<file path="src/rtl/fetch_unit.sv">
// Instruction fetch front end: one outstanding memory read feeding a 2-entry {pc, word} buffer.
// Redirects flush the buffer; a read still in flight at redirect time is drained in DROP.
module fetch_unit #(
  parameter logic [31:0] RESET_PC = 32'h0000_0000,
  parameter int          DEPTH    = 2
) (
  input  logic        clk1,
  input  logic        rst_n,
  output logic        mem_req,
  output logic [31:0] mem_addr,
  input  logic        mem_ack,
  input  logic [31:0] mem_rdata,
  input  logic        branch_valid,
  input  logic [31:0] branch_target,
  output logic [31:0] instr,
  output logic [31:0] instr_pc,
  output logic        instr_valid,
  input  logic        instr_ready
);
  localparam logic [31:0] RST_PC = {RESET_PC[31:2], 2'b00};
  localparam logic [1:0]  FULL   = 2'(DEPTH);

  typedef enum logic [1:0] {S_IDLE, S_REQ, S_DROP} state_t;

  state_t            r_state;
  logic              r_boot;
  logic [31:0]       r_pc;
  logic              r_mem_req;
  logic [31:0]       r_mem_addr;
  logic [1:0]        r_count;
  logic              r_rd;
  logic              r_wr;
  logic [1:0][31:0]  r_fpc;
  logic [1:0][31:0]  r_word;

  logic              w_pop;
  logic              w_push;
  logic [1:0]        w_occ_pop;
  logic              w_room_after_push;
  logic [31:0]       w_tgt;
  logic [31:0]       w_pc_inc;
  logic              w_unused;

  assign instr_valid       = (r_count != 2'd0);
  assign instr             = r_word[r_rd];
  assign instr_pc          = r_fpc[r_rd];
  assign mem_req           = r_mem_req;
  assign mem_addr          = r_mem_addr;

  // A redirect wins over both the pop and the push of the same cycle.
  assign w_pop             = instr_valid & instr_ready & ~branch_valid;
  assign w_push            = (r_state == S_REQ) & mem_ack & ~branch_valid;
  assign w_occ_pop         = r_count - {1'b0, w_pop};
  assign w_room_after_push = (w_occ_pop + 2'd1) < FULL;
  assign w_tgt             = {branch_target[31:2], 2'b00};
  assign w_pc_inc          = r_pc + 32'd4;
  assign w_unused          = ^branch_target[1:0];

  always_ff @(posedge clk1 or negedge rst_n) begin
    if (!rst_n) begin
      r_state    <= S_IDLE;
      r_boot     <= 1'b0;
      r_pc       <= RST_PC;
      r_mem_req  <= 1'b0;
      r_mem_addr <= RST_PC;
      r_count    <= 2'd0;
      r_rd       <= 1'b0;
      r_wr       <= 1'b0;
      r_fpc      <= '0;
      r_word     <= '0;
    end else begin
      // r_boot holds off the first request by one cycle after reset release.
      r_boot <= 1'b1;
      if (branch_valid) begin
        r_count <= 2'd0;
        r_rd    <= 1'b0;
        r_wr    <= 1'b0;
      end else begin
        if (w_push) begin
          r_fpc[r_wr]  <= r_pc;
          r_word[r_wr] <= mem_rdata;
          r_wr         <= ~r_wr;
        end
        if (w_pop) r_rd <= ~r_rd;
        r_count <= r_count + {1'b0, w_push} - {1'b0, w_pop};
      end

      case (r_state)
        S_IDLE: begin
          if (branch_valid) begin
            r_state    <= S_REQ;
            r_pc       <= w_tgt;
            r_mem_req  <= 1'b1;
            r_mem_addr <= w_tgt;
          end else if (r_boot && (w_occ_pop < FULL)) begin
            r_state    <= S_REQ;
            r_mem_req  <= 1'b1;
            r_mem_addr <= r_pc;
          end
        end
        S_REQ: begin
          if (branch_valid) begin
            r_pc <= w_tgt;
            if (mem_ack) r_mem_addr <= w_tgt;
            else         r_state    <= S_DROP;
          end else if (mem_ack) begin
            r_pc       <= w_pc_inc;
            r_mem_addr <= w_pc_inc;
            if (!w_room_after_push) begin
              r_state   <= S_IDLE;
              r_mem_req <= 1'b0;
            end
          end
        end
        S_DROP: begin
          // Address stays on the stale request until it is acked; r_pc tracks the latest target.
          if (branch_valid) r_pc <= w_tgt;
          if (mem_ack) begin
            r_state    <= S_REQ;
            r_mem_addr <= branch_valid ? w_tgt : r_pc;
          end
        end
        default: begin
          r_state   <= S_IDLE;
          r_mem_req <= 1'b0;
        end
      endcase
    end
  end
endmodule

</file>
<file path="config.mk">
export PLATFORM = sky130hd
export DESIGN_NAME = fetch_unit
export DESIGN_NICKNAME = d
export VERILOG_FILES = /design/src/rtl/fetch_unit.sv
export SDC_FILE = /design/constraint.sdc
export NUM_CORES = 1
export LEC_CHECK = 0
export CELL_PAD_IN_SITES_DETAIL_PLACEMENT = 0
export CELL_PAD_IN_SITES_GLOBAL_PLACEMENT = 2
export CORE_MARGIN = 2
export CORE_UTILIZATION = 30
export CTS_CLUSTER_SIZE = 25
export DETAILED_ROUTE_END_ITERATION = 10
export HOLD_SLACK_MARGIN = 0.03
export PLACE_DENSITY = 0.68
export SLEW_MARGIN = 20
export SYNTH_ARGS = -nofsm -noshare
export SYNTH_HDL_FRONTEND = slang
export SYNTH_SLANG_ARGS = --single-unit
</file>
<file path="constraint.sdc">
create_clock -name clk1 -period 5.7 [get_ports clk1]
set_input_delay 0.855 -clock clk1 [delete_from_list [all_inputs] [get_ports clk1]]
set_output_delay 0.855 -clock clk1 [all_outputs]
set_load 0.01 [all_outputs]
</file>
==> impl_metrics.csv <==
group,metric,value,unit
logic_synthesis,yosysWarnings,0,
setup_path,startpoint,"r_rd",
timing,fin_hold_ws,0.479,ns
timing,finClkSkew,0.0169,ns
setup_path,crit_arrival,2.90,ns
drt,via_count,7738,
cts,root_buffer,"clkbuf_16",
setup_path,r2r_setup_slack,2.56,ns
logic_synthesis,synth_common_cells,"mux2_2 (202), dfrtp_1 (200), nand2_1 (72)",
setup_path,reg2reg_from,"r_state[0]",
grt,overflow,0,
floorplanning,start_util,30.6,%
grt,antenna_found_initial,2,
run_status,status,"complete, no violations",
drt,wl,30.2,mm
drt,drc,0,
timing,clock.fmax,266,MHz
pwr,p_per_area,513,nW/um2
logic_synthesis,synthFlopType,"dfrtp_1",
placed_design,placed_area,12300,um2
logic_synthesis,async_flop_share,100,%
setup_path,worstSetupPathType,"register to primary output",
drt,dr.pass1.iters,5,
floorplanning,rows,67,
worst_hold_path,min_path_type,"register to register",
cts,ctsResizeCount,0,
grt,grt_pass1_wl,46.6,mm
placed_design,place.gp.congestion,0.740,
drt,drt_iter0_markers,447,
logic_synthesis,synth.top_cell.area_share,48.6,%
logic_synthesis,synth_area,10300,um2
floorplanning,coreArea,33700,um2
grt,grt_max_degree,105,
run,max_cap_viol_count,0,
floorplanning,die_h,189,um
cts,numCtsBuffers,17,
timing,rsz0062_at_grt,"false",
setup_path,cp_data_required_time,4.85,ns
cells_and_area,antennaDiodeCount,0,
cts,cts_buffer_depth,2,
grt,gr-usage-all-layers,16.9,%
drt,wire_per_inst,20.0,um
timing,fin_crit_sh,65.8,%
timing,period_minus_slack,3.75,ns
logic_synthesis,synth_cell_type_count,67,
cts,path_clk_slew,0.07,ns
pwr,ir_drop,0.225,mV
timing,setup_viol,0,
cells_and_area,nNetsFinal,1120,
logic_synthesis,synth-seq-cells,200,
timing,hold_viol,0,
logic_synthesis,synth.most_common_cell,"mux2_2",
cells_and_area,drive_gt1_share,25.0,%
timing,worstMarginPinSlew,1.02,ns
cts,clock_sinks,200,
placed_design,port_buffers,164,
floorplanning,io_pins,167,
cells_and_area,postLayoutCoreUtil,38.1,%
placed_design,detailed_place_hpwl,19.2,mm
cts,cts_tree,"yes",
cts,cts_hold_buf,0,
logic_synthesis,synth_area_leaders,"dfrtp_1 (49%), mux2_2 (22%), o21ai_0 (2.7%), nand2_1 (2.6%), clkbuf_1 (2.1%)",
logic_synthesis,synth_edf_count,0,
timing,drv_slew,0,
drt,vias_per_cell,5.12,
floorplanning,die_x,189,um
floorplanning,dieArea,35800,um2
pwr,p_leak,0.00510,uW
cts,cts_setup_buffers,0,
timing,slew_headroom,31.9,%
setup_path,worst_setup_path_start_kind,"register",
setup_path,critPathMaxFanout,37,
logic_synthesis,syn-num-nets,1002,
logic_synthesis,synth_top_cell_by_area,"dfrtp_1",
worst_hold_path,timing.hold.worst.start,"mem_addr[2]",
logic_synthesis,post_synth.cell_area_avg,11.1,um2
cells_and_area,area_growth_syn_to_layout,24.7,%
cts,worstSkewPairLatency,0.45,ns
grt,first_global_vias,7686,
logic_synthesis,ys_seq_area_share,48.6,%
drt,ant_nets,0,
cells_and_area,final_area,12800,um2
timing,tns,0,ns
cts,htree_levels,4,
logic_synthesis,netlist_instances,931,
setup_path,end_kind,"primary output",
[worst paths after layout]
path | end | depth (start not counted)
worst max-delay path | instr_pc[7] | 3
worst min-delay path | mem_addr[2] | 2
worst max register to register | r_word[19] | 5
worst min register to register | mem_addr[2] | 2
max in group asynchronous | r_fpc[35] | 2
min in group asynchronous | r_pc[29] | 1
[cell families after synthesis]
kind of cell             synth area share, %
AO/OA/AOI/OAI                           11.3
flip-flops                              48.6
buffers and inverters                   3.49
XOR/XNOR                                1.53
AND/OR/NAND/NOR                         11.2
adder cells (fa/ha/maj)                0.243
multiplexers                            23.6
other                                 0.0364
[routing by layer]
metal | GRT usage [%] | vias to the layer above | share of wire [%]
li1 | - | 3640 | -
met1 | 23.8 | 3900 | 48
met2 | 26.1 | 180 | 45
met3 | 4.65 | 14 | 6.4
met4 | 3.58 | 4 | 0.72
met5 | 0 | - | 0.080
[registers in the layout (all words and copies together), names as in the netlist]
signal	cells
mem_addr	32
mem_req	1
r_boot	1
r_count	2
r_fpc	64
r_pc	32
r_rd	1
r_state	2
r_word	64
r_wr	1
[critical path, stage by stage, from the launching register on]
cell and delay [ns]:
dfrtp_2 1.00, buf_4 0.53, mux2_2 0.40, clkdlybuf4s50_1 0.49
[through the flow]
step                      worst slack [ns]  instances  power, uW
after global routing                  1.74       1510       7040
after detailed placement              2.11       1478       5480
after floorplan                       3.08        931       4140
final                                 1.95       1510       6590
after global placement                2.14       1478       5450
after CTS                             1.81       1510       6680
[layout by cell type (no fill, tap or decap), drive strengths merged, types with 10 or more instances in the layout]
cell type,synthesis,routed
clkbuf,58,21
dfrtp,200,200
o21ai,57,57
nor2,36,36
xnor2,10,10
nor3,26,26
nand2,72,72
nand3,25,25
a211oi,12,12
buf,22,16
mux2,202,202
clkdlybuf4s50,0,162
a21oi,40,40
mux2i,16,16
and3,10,10
nand4,19,19
[report_power, final]
part	switching, uW	internal, uW
sequential	542	2030
combinational	1270	1580
clock	580	577
[cell type report]
class	instances	area [um2]
Inverter	6	22.5
Sequential cell	200	5010
Tap cell	448	561
Fill cell	3370	20900
Multi-Input combinational cell	645	4950
Timing Repair Buffer	179	1750
Clock buffer	20	447
Clock inverter	12	95.1
No activity file was read; power rests on OpenSTA's default activity.
